File: src/rtl/noise_seq_pkg.sv
// Shared types and constants for the noise-select sequencer.
package noise_seq_pkg;

  typedef enum logic [1:0] {
    IDLE    = 2'd0,
    ARM_ON  = 2'd1,
    ON      = 2'd2,
    ARM_OFF = 2'd3
  } state_t;

  localparam logic MODE_TOGGLE = 1'b0;
  localparam logic MODE_BURST  = 1'b1;

  localparam int DEFAULT_DEBOUNCE_CYCLES = 500000;

endpackage

File: src/rtl/key_debouncer.sv
// Synchronizes the active-low key, debounces it with a stable counter and emits
// a one-cycle pulse on every debounced press (1 -> 0).
module key_debouncer #(
  parameter int DEBOUNCE_CYCLES = 500000
) (
  input  logic clk,
  input  logic reset,
  input  logic key_n,
  output logic press
);

  localparam int CW = $clog2(DEBOUNCE_CYCLES + 1);
  localparam logic [CW-1:0] LAST = CW'(DEBOUNCE_CYCLES - 1);

  logic          sync1_r;
  logic          sync2_r;
  logic          level_r;
  logic [CW-1:0] cnt_r;

  // Two-flop synchronizer; resets to the released level.
  always_ff @(posedge clk) begin
    if (reset) begin
      sync1_r <= 1'b1;
      sync2_r <= 1'b1;
    end else begin
      sync1_r <= key_n;
      sync2_r <= sync1_r;
    end
  end

  // Accept a new level only after it has differed for DEBOUNCE_CYCLES cycles in a row.
  always_ff @(posedge clk) begin
    if (reset) begin
      level_r <= 1'b1;
      cnt_r   <= '0;
      press   <= 1'b0;
    end else if (sync2_r == level_r) begin
      cnt_r <= '0;
      press <= 1'b0;
    end else if (cnt_r == LAST) begin
      level_r <= sync2_r;
      cnt_r   <= '0;
      press   <= ~sync2_r;
    end else begin
      cnt_r <= cnt_r + CW'(1);
      press <= 1'b0;
    end
  end

endmodule

File: src/rtl/noise_sequencer.sv
// Drives the noise-select line of the audio mux from a debounced key, in toggle
// or fixed-length burst mode, switching only on sample boundaries.
module noise_sequencer
  import noise_seq_pkg::*;
#(
  parameter int DEBOUNCE_CYCLES = DEFAULT_DEBOUNCE_CYCLES,
  parameter int CNT_W           = 16
) (
  input  logic             clk,
  input  logic             reset,
  input  logic             sample_tick,
  input  logic             key_n,
  input  logic             mode,
  input  logic [CNT_W-1:0] burst_len,
  output logic             noise_on,
  output logic             busy,
  output logic [CNT_W-1:0] samples_left
);

  state_t           state_r, state_s;
  logic             mode_r, mode_s;
  logic [CNT_W-1:0] len_r, len_s;
  logic [CNT_W-1:0] count_r, count_s;
  logic             noise_s;
  logic             press_s;

  function automatic logic [CNT_W-1:0] at_least_one(input logic [CNT_W-1:0] v);
    return (v == '0) ? CNT_W'(1) : v;
  endfunction

  key_debouncer #(.DEBOUNCE_CYCLES(DEBOUNCE_CYCLES)) u_key (
    .clk   (clk),
    .reset (reset),
    .key_n (key_n),
    .press (press_s)
  );

  // Next-state and datapath decisions; a tick beats a press while arming, a press beats a tick in burst ON.
  always_comb begin
    state_s = state_r;
    mode_s  = mode_r;
    len_s   = len_r;
    count_s = count_r;
    noise_s = noise_on;
    case (state_r)
      IDLE: begin
        noise_s = 1'b0;
        if (press_s) begin
          mode_s  = mode;
          len_s   = burst_len;
          state_s = ARM_ON;
        end else begin
          state_s = IDLE;
        end
      end
      ARM_ON: begin
        if (sample_tick) begin
          noise_s = 1'b1;
          count_s = at_least_one(len_r);
          state_s = ON;
        end else if (press_s) begin
          state_s = IDLE;
        end else begin
          state_s = ARM_ON;
        end
      end
      ON: begin
        if (mode_r == MODE_TOGGLE) begin
          if (press_s) begin
            state_s = ARM_OFF;
          end else begin
            state_s = ON;
          end
        end else if (press_s) begin
          count_s = at_least_one(len_r);
        end else if (sample_tick) begin
          if (count_r <= CNT_W'(1)) begin
            count_s = '0;
            noise_s = 1'b0;
            state_s = IDLE;
          end else begin
            count_s = count_r - CNT_W'(1);
          end
        end else begin
          count_s = count_r;
        end
      end
      ARM_OFF: begin
        if (sample_tick) begin
          noise_s = 1'b0;
          state_s = IDLE;
        end else if (press_s) begin
          state_s = ON;
        end else begin
          state_s = ARM_OFF;
        end
      end
      default: begin
        state_s = IDLE;
        noise_s = 1'b0;
        count_s = '0;
      end
    endcase
  end

  // State, latched settings and registered outputs.
  always_ff @(posedge clk) begin
    if (reset) begin
      state_r      <= IDLE;
      mode_r       <= MODE_TOGGLE;
      len_r        <= '0;
      count_r      <= '0;
      noise_on     <= 1'b0;
      busy         <= 1'b0;
      samples_left <= '0;
    end else begin
      state_r      <= state_s;
      mode_r       <= mode_s;
      len_r        <= len_s;
      count_r      <= count_s;
      noise_on     <= noise_s;
      busy         <= (state_s != IDLE);
      samples_left <= (state_s == ON && mode_s == MODE_BURST) ? count_s : '0;
    end
  end

endmodule
File: config.mk
export PLATFORM = sky130hd
export DESIGN_NAME = noise_sequencer
export DESIGN_NICKNAME = d
export VERILOG_FILES = /design/src/rtl/noise_seq_pkg.sv /design/src/rtl/key_debouncer.sv /design/src/rtl/noise_sequencer.sv
export SDC_FILE = /design/constraint.sdc
export NUM_CORES = 1
export LEC_CHECK = 0
export CAP_MARGIN = 20
export CORE_ASPECT_RATIO = 1.2
export CORE_UTILIZATION = 50
export DETAILED_ROUTE_END_ITERATION = 7
export PLACE_DENSITY = 0.85
export SLEW_MARGIN = 20
export SYNTH_ARGS = -nofsm -noshare
export SYNTH_HDL_FRONTEND = slang
export SYNTH_SLANG_ARGS = --single-unit
File: constraint.sdc
create_clock -name clk -period 3 [get_ports clk]
set_clock_uncertainty 0.1 [all_clocks]
set_input_delay 0.75 -clock clk [delete_from_list [all_inputs] [get_ports clk]]
set_output_delay 0.75 -clock clk [all_outputs]
set_load 0.005 [all_outputs]
==> results of run 1 <==
[cell families after synthesis]
kind of cell               synth area share [%]
AOI/OAI and AO/OA                          17.6
xor gates and xnor gates                   5.19
adders and majority gates                  2.58
buffers and inverters                      4.51
DFF                                        39.2
muxes                                      2.71
and+or+nand+nor                            28.2
[cell type report]
type                            count  area, sq um
Clock inverter                      7         57.6
Clock buffer                        9          124
Multi-Input combinational cell    366         2190
Fill cell                         667         2750
Inverter                           11         41.3
Timing Repair Buffer               68          606
Sequential cell                    76         1520
Tap cell                           90          113
[cell usage after synthesis, types with 6 or more instances]
cell type                  count
sky130_fd_sc_hd__dfxtp_1      76
sky130_fd_sc_hd__nor4_1       11
sky130_fd_sc_hd__ha_1          8
sky130_fd_sc_hd__xor2_1       13
sky130_fd_sc_hd__xnor2_1      10
sky130_fd_sc_hd__inv_1         9
sky130_fd_sc_hd__nor3_1       11
sky130_fd_sc_hd__nand3_1      16
sky130_fd_sc_hd__clkbuf_1     23
sky130_fd_sc_hd__or3_1         6
sky130_fd_sc_hd__mux2i_1       6
sky130_fd_sc_hd__nor2_1       67
sky130_fd_sc_hd__nor2b_1      11
sky130_fd_sc_hd__a21oi_1      40
sky130_fd_sc_hd__o21ai_0      18
sky130_fd_sc_hd__nand2_1      60
[routing by layer]
layer,vias to the layer above,track usage (%),share of wire (%)
met1,1836,31.9,40
li1,1808,-,-
met3,47,5.74,5.4
met2,144,47.9,51
met5,-,0,0
met4,0,15.5,3.9
[worst register-to-register path, stage by stage, from the launching register on]
cell and delay [ns]:
sky130_fd_sc_hd__dfxtp_1 0.35, sky130_fd_sc_hd__inv_1 0.13, sky130_fd_sc_hd__ha_1 0.26, sky130_fd_sc_hd__nor2_1 0.07, sky130_fd_sc_hd__or4_4 0.47, sky130_fd_sc_hd__nor4_4 0.30, sky130_fd_sc_hd__a21oi_1 0.19, sky130_fd_sc_hd__a222oi_1 0.49
sky130_fd_sc_hd__nor2_1 0.09
[sequential cells by signal, summed over array words and instances (netlist names), 2 cells and up]
signal,flops
state_r,2
samples_left,16
count_r,16
u_key.cnt_r,19
len_r,16
[power by group through the flow]
stage	clock (uW)	sequential (uW)	combinational, uW
finish	738	1010	93.7
global route	788	1010	98.5
CTS	743	1010	91.4
detailed placement	0	1030	90.6
global placement	0	1030	89.5
floorplan	0	1030	42.1
[worst paths after layout]
kind | start | endpoint | slack, ns | cells after the start
worst min register to register | u_key.sync1_r | u_key.sync2_r | 0.32 | 1
worst min-delay path | u_key.sync1_r | u_key.sync2_r | 0.32 | 1
worst max-delay path | sample_tick | samples_left[9] | 0.09 | 7
worst max register to register | count_r[0] | samples_left[2] | 0.43 | 8
[per-stage QoR]
step	instances	instance area, sq um
2_1_floorplan	484	3880
3_3_place_gp	611	4470
3_5_place_dp	611	4470
4_1_cts	627	4650
5_1_grt	627	4650
6_report	627	4650
==> results.txt, run 1 <==
----------------------------------------------------
[Outcome]
  Run status ... finished clean

[Global route]
  Vias in the first global route ... 3,739
  Number of antenna violations at the first check in global routing ... 0
  Global-route wire length before repair ... 17.4 mm
  Overall overflow remaining after global route ... 0
  Overall Global Routing Usage ... 28.1%
  Largest net degree at the start of global routing ... 31

[Synthesis]
  Fraction of synthesized cell area taken by the top area cell type ... 39.2%
  Warnings from Yosys ... 0
  Sequential-to-total area share from yosys stat ... 39.2%
  Synthesized netlist net count ... around 510
  Mean post-synth cell area ... around 8 sq um
  Count of flip-flops with a built-in enable after synthesis ... 0
  Synth area leaders ... sky130_fd_sc_hd__dfxtp_1 39%, sky130_fd_sc_hd__nor2_1 6.5%, sky130_fd_sc_hd__nand2_1 5.8%, sky130_fd_sc_hd__a21oi_1 5.2%, sky130_fd_sc_hd__xor2_1 2.9%
  Primary flip-flop cell chosen by synthesis mapping ... sky130_fd_sc_hd__dfxtp_1
  Cells after synthesis ... 484
  Share of synthesized registers carrying an async set or reset ... 0%
  Yosys top cell by area ... sky130_fd_sc_hd__dfxtp_1
  #FFs+latches synth ... 76
  Combined area of all synthesized cells ... roughly 0.004 sq mm
  Number of distinct library cells after synthesis ... 64

[Setup path]
  Cell with the largest stage delay on the worst path ... sky130_fd_sc_hd__clkdlybuf4s50_1
  Crit start category ... input pin
  Data arrival time of the worst path ... 3.08 ns
  Worst setup EP type ... flip-flop
  Required time of the critical path ... 3.17 ns
  Path type of the worst setup path ... in -> reg
  Maximum fanout along the worst path ... 4
  Critical path buffers and inverters ... 1
  Cell-by-cell listing of the critical path ... clkdlybuf4s50_1 -> or4b_4 -> or4_4 -> xnor2_1 -> a221o_1 -> o221a_2 -> and2b_1
  Biggest cell delay along the critical path ... about 0.55 ns
  Family of cells with the greatest summed delay on the critical path ... simple AND/OR/NAND/NOR gates

[Pwr]
  Clock share of power ... 40.1%
  Proportion of power drawn by flip-flops and latches ... 54.8%
  Combinational share of power ... 5.1%
  Post-layout total power ... 1840 uW
  Internal Pwr Total ... 1370 uW
  Switching component of the power ... 471 uW
  Maximum VDD drop ... 337 uV
  Proportion of total power due to net switching ... 25.5%
  Static leakage ... 0.00170 uW
  Pwr Density ... 396 mW/mm^2

[Clocking]
  Post-CTS Repair Setup Buffers ... 0
  Maximum buffer depth of the clock tree ... 2
  Clock slew at the register clock pins of the worst setup and hold paths ... approximately 0.090 ns
  Number of cells upsized or downsized after cts ... 0
  H-tree level count ... 3
  Clock Root Buffer ... sky130_fd_sc_hd__clkbuf_8
  Source-to-sink clock delay at the later pin of the worst-skew pair ... 0.38 ns
  CTS tree ... built
  Number of clock sinks seen by CTS ... 76
  CTS Buf Count ... 9
  # hold bufs at CTS ... 0

[Timing]
  Total count of hold-check failures in the final report ... 0
  RSZ-0062 raised after global routing ... no
  Ratio of final minimum period to clock period ... slightly below 100%
  Post-Route Hold Slack ... 0.318 ns
  Worst-case headroom to the max-slew limit ... 54.4%
  Final setup violation count ... 0
  Maximum clock frequency ... 0.344 GHz
  Count of pins over their slew limit ... 0
  Setup slack of the critical path after layout ... approximately 0.092 ns
  Post-route setup TNS ... 0 ns
  Slew at the pin closest to its max-slew limit ... around 0.68 ns
  Minimum clock period ... 2.91 ns

[Cells and area]
  Area Overhead vs Synth ... 19.8%
  Most used cells in the layout excluding fill and tap cells ... 76 x sky130_fd_sc_hd__dfxtp_1, 67 x sky130_fd_sc_hd__nor2_1, 60 x sky130_fd_sc_hd__nand2_1
  Nets ... 561
  Antenna cells ... 0
  Share of post-route cells with drive strength above 1 ... 11.7%
  Most common cell after layout, fill and taps aside ... sky130_fd_sc_hd__dfxtp_1
  Post-layout utilization of the core ... 62.9%

[Die]
  Core footprint ... 0.00740 sq mm
  Die area ... 0.00813 sq mm
  Num ports ... 39
  Initial core utilization ... a little over half
  Rows ... 34
  Width of the die ... about 82 um
  Die Y ... 98.5 um

[Job]
  MaxCap Viol Count ... 0

[Placed design]
  HPWL reported at the end of detailed placement ... between 7 and 8 mm
  Setup slack at placement ... -0.300 ns
  Count of port buffers added during placement ... 38
  GP Congestion ... 0.947

[Drt]
  Routed vias/inst ... a little over 6
  Post-Route WL ... 10.7 mm
  Antenna-violating nets left ... 0
  Detailed-route wire length per cell ... 17.0 um
  Number of violations reported at the end of detailed-routing iteration 0 ... 380
  Overall via count from detail_route ... roughly 3,800
  DRC violations left ... 0
  Pre-antenna DRT Iters ... 5

[Hold path]
  HP Class ... reg -> reg

----------------------------------------------------
(Power assumes the default switching activity.)
==> run 2: changes to the inputs <==
--- a/config.mk
+++ b/config.mk
@@ -9,8 +9,10 @@
 export CORE_ASPECT_RATIO = 1.2
 export CORE_UTILIZATION = 50
 export DETAILED_ROUTE_END_ITERATION = 7
+export HOLD_SLACK_MARGIN = 0.08
 export PLACE_DENSITY = 0.85
-export SLEW_MARGIN = 20
+export SLEW_MARGIN = 0
 export SYNTH_ARGS = -nofsm -noshare
 export SYNTH_HDL_FRONTEND = slang
+export SYNTH_HIERARCHICAL = 1
 export SYNTH_SLANG_ARGS = --single-unit
==> run 2 against run 1 <==
Effect of this change: hold slack is essentially flat; synthesized cell count grew 0.83%; clock power grew 3.9%; largest cell class unchanged; largest power group unchanged.
==> results.txt, run 2 <==
----------------------------------------------------
[Drt]
  Antenna-violating nets left ... 0
  Number of violations reported at the end of detailed-routing iteration 0 ... between 300 and 400
  Detailed-route wire length per cell ... around 16 um
  Overall via count from detail_route ... about 3,700
  DRC violations left ... 0
  Pre-antenna DRT Iters ... 8
  Routed vias/inst ... 6.01
  Post-Route WL ... 9.99 mm

[Synthesis]
  Compound-gate portion of the synthesized area ... 18.7%
  #FFs+latches synth ... 76
  Cells after synthesis ... 488
  Dominant cell by count in the synthesized netlist ... sky130_fd_sc_hd__dfxtp_1
  Combined area of all synthesized cells ... 0.00390 sq mm
  Yosys top cell by area ... sky130_fd_sc_hd__dfxtp_1
  Count of flip-flops with a built-in enable after synthesis ... 0
  Number of distinct library cells after synthesis ... 65
  Mean post-synth cell area ... between 8 and 9 sq um
  Warnings from Yosys ... 6
  Post-synthesis share of cell area spent on full adders, half adders and majority gates ... 2.56%
  Area share of xor/xnor cells in the synthesized design ... 4.26%
  Primary flip-flop cell chosen by synthesis mapping ... sky130_fd_sc_hd__dfxtp_1
  Dominant combinational cell family by area after synthesis ... simple AND/OR/NAND/NOR gates
  Simple-Gate Fraction of Synth Area ... 28.5%
  Sequential-to-total area share from yosys stat ... between 30% and 40%
  Multiplexer area fraction after synthesis ... 1.57%
  Post-synth top cells ... 76 x sky130_fd_sc_hd__dfxtp_1, 68 x sky130_fd_sc_hd__nor2_1, 64 x sky130_fd_sc_hd__nand2_1, 35 x sky130_fd_sc_hd__a21oi_1, 30 x sky130_fd_sc_hd__o21ai_0
  Fraction of synthesized cell area taken by the top area cell type ... 39.0%
  Synthesized netlist net count ... between 500 and 600
  Share of synthesized registers carrying an async set or reset ... 0%
  Synth area leaders ... sky130_fd_sc_hd__dfxtp_1 39%, sky130_fd_sc_hd__nor2_1 6.5%, sky130_fd_sc_hd__nand2_1 6.2%, sky130_fd_sc_hd__a21oi_1 4.5%, sky130_fd_sc_hd__o21ai_0 3.8%

[Clocking]
  Maximum buffer depth of the clock tree ... 2
  Post-CTS Repair Setup Buffers ... 0
  Source-to-sink clock delay at the later pin of the worst-skew pair ... 0.35 ns
  # hold bufs at CTS ... 0
  CTS Buf Count ... 9
  Clock slew at the register clock pins of the worst setup and hold paths ... 0.08 ns
  CTS tree ... built
  Number of cells upsized or downsized after cts ... 0
  Number of clock sinks seen by CTS ... 76
  H-tree level count ... 3
  Clock Root Buffer ... sky130_fd_sc_hd__clkbuf_8

[Timing]
  Total count of hold-check failures in the final report ... 0
  Ratio of final minimum period to clock period ... 86.4%
  Final setup violation count ... 0
  Count of pins over their slew limit ... 0
  Maximum clock frequency ... 0.386 GHz
  Slew at the pin closest to its max-slew limit ... 0.557 ns
  RSZ-0062 raised after global routing ... no
  Post-route setup TNS ... 0 ns
  Worst-case headroom to the max-slew limit ... approximately 63%
  Minimum clock period ... about 2.6 ns

[Die]
  Die area ... 0.00817 sq mm
  Core footprint ... 0.00740 sq mm
  Num ports ... 39
  Rows ... 34
  Die Y ... 98.8 um
  Width of the die ... 82.7 um
  Initial core utilization ... 52.8%

[Setup path]
  Worst setup EP type ... flip-flop
  Crit start category ... input pin
  Path type of the worst setup path ... in -> reg
  Data arrival time of the worst path ... around 2.7 ns
  Maximum fanout along the worst path ... 8
  Required time of the critical path ... 3.12 ns

[Job]
  MaxCap Viol Count ... 0

[Pwr]
  Static leakage ... 0.00150 uW
  Maximum VDD drop ... 342 uV
  Pwr Density ... 407 mW/mm^2

[Cells and area]
  Most used cells in the layout excluding fill and tap cells ... 76 x sky130_fd_sc_hd__dfxtp_1, 68 x sky130_fd_sc_hd__nor2_1, 64 x sky130_fd_sc_hd__nand2_1
  Register bank with the most flops ... u_key/cnt_r
  Largest register FFs ... 19
  Design area ... around 0.0046 sq mm
  Nets ... around 550
  Area used by sequential logic in the layout ... 0.00152 sq mm
  Most common cell after layout, fill and taps aside ... sky130_fd_sc_hd__dfxtp_1
  Area of the multi-input gates ... 0.00217 sq mm
  Share of post-route cells with drive strength above 1 ... 8.92%
  Antenna cells ... 0
  Area Overhead vs Synth ... 16.5%
  Number of filler cells placed in the layout ... 650

[Global route]
  Met1 Resource Use GR ... 33.7%
  Grt met3 use ... under 10%
  Overall overflow remaining after global route ... 0
  Vias in the first global route ... 3,491
  Number of antenna violations at the first check in global routing ... 0
  Layer with the highest usage ... met2
  Overall Global Routing Usage ... between 20% and 30%
  Largest net degree at the start of global routing ... 20
  Global-route wire length before repair ... 16.7 mm
  Global Route met2 Usage ... 44.8%

[Placed design]
  DP Area ... roughly 0.0044 sq mm
  HPWL reported at the end of detailed placement ... a little over 7 mm
  GP Congestion ... 0.873
  Count of port buffers added during placement ... 38

[Hold path]
  HP Class ... reg -> reg

[Outcome]
  Run status ... finished clean

----------------------------------------------------
## run 2: cell count changes after synthesis, sizes merged, moves of 4 or more
cell,change
o21ai,+16
clkbuf,-7
a211o,-4
xor2,-9
o22ai,+4
nand2,+5
nand4,+6
inv,+12
xnor2,+5
a21oi,-5
## run 2: worst max-delay path: stages
cell and delay, ns:
sky130_fd_sc_hd__clkdlybuf4s50_1 0.58, sky130_fd_sc_hd__nor3b_1 0.25, sky130_fd_sc_hd__nand4b_2 0.20, sky130_fd_sc_hd__o21ai_4 0.32, sky130_fd_sc_hd__nor2_4 0.11, sky130_fd_sc_hd__a222oi_1 0.38, sky130_fd_sc_hd__nor2_1 0.11
## run 2: metal layers
layer / wire length (um) / part of all wire [%] / vias up
li1: - / - / 1793
met4: 149 / 1.5 / 0
met2: 5100 / 51 / 155
met1: 4040 / 40 / 1745
met5: 0 / 0 / -
met3: 704 / 7.0 / 16
## run 2: cell type report
cell class / count / area share, %
Sequential cell: 76 / 33.4
Multi-Input combinational cell: 363 / 47.7
Timing Repair Buffer: 50 / 10.3
Inverter: 22 / 1.81
Clock buffer: 10 / 2.80
Tap cell: 90 / 2.47
Clock inverter: 6 / 1.40
## run 2: cell families after synthesis
family,after synthesis
mux,6
buf+inv,49
fa+ha+maj,8
xor+xnor,19
simple gates,217
compound gates,113
flops,76
## run 2: path summary, 6_finish.rpt
| kind | start | endpoint | slack, ns | depth (start not counted) |
|---|---|---|---|---|
| setup / recovery | sample_tick | samples_left[1] | 0.41 | 7 |
| hold reg to reg | u_key/sync1_r | u_key/sync2_r | 0.32 | 1 |
| hold / removal | u_key/sync1_r | u_key/sync2_r | 0.32 | 1 |
| setup reg to reg | count_r[0] | samples_left[1] | 0.78 | 8 |
## run 2: per-stage QoR
step                      power, uW  hold slack, ns  cells  worst slack, ns  util (%)
after detailed placement       1110           0.304    601            0.102      58.9
after global routing           1910           0.361    617            0.275      61.5
after floorplan                1070           0.289    488            0.810         -
after global placement         1100           0.304    601            0.150      58.9
final                          1850           0.318    617            0.408      61.5
after CTS                      1860           0.323    617            0.439      61.5
## run 2: power by group
group | switching (uW) | leakage (uW) | internal (uW)
logic | 33.8 | 0.000796 | 39.1
registers | 0.953 | 0.000612 | 1010
clock network | 383 | 0.0000927 | 384
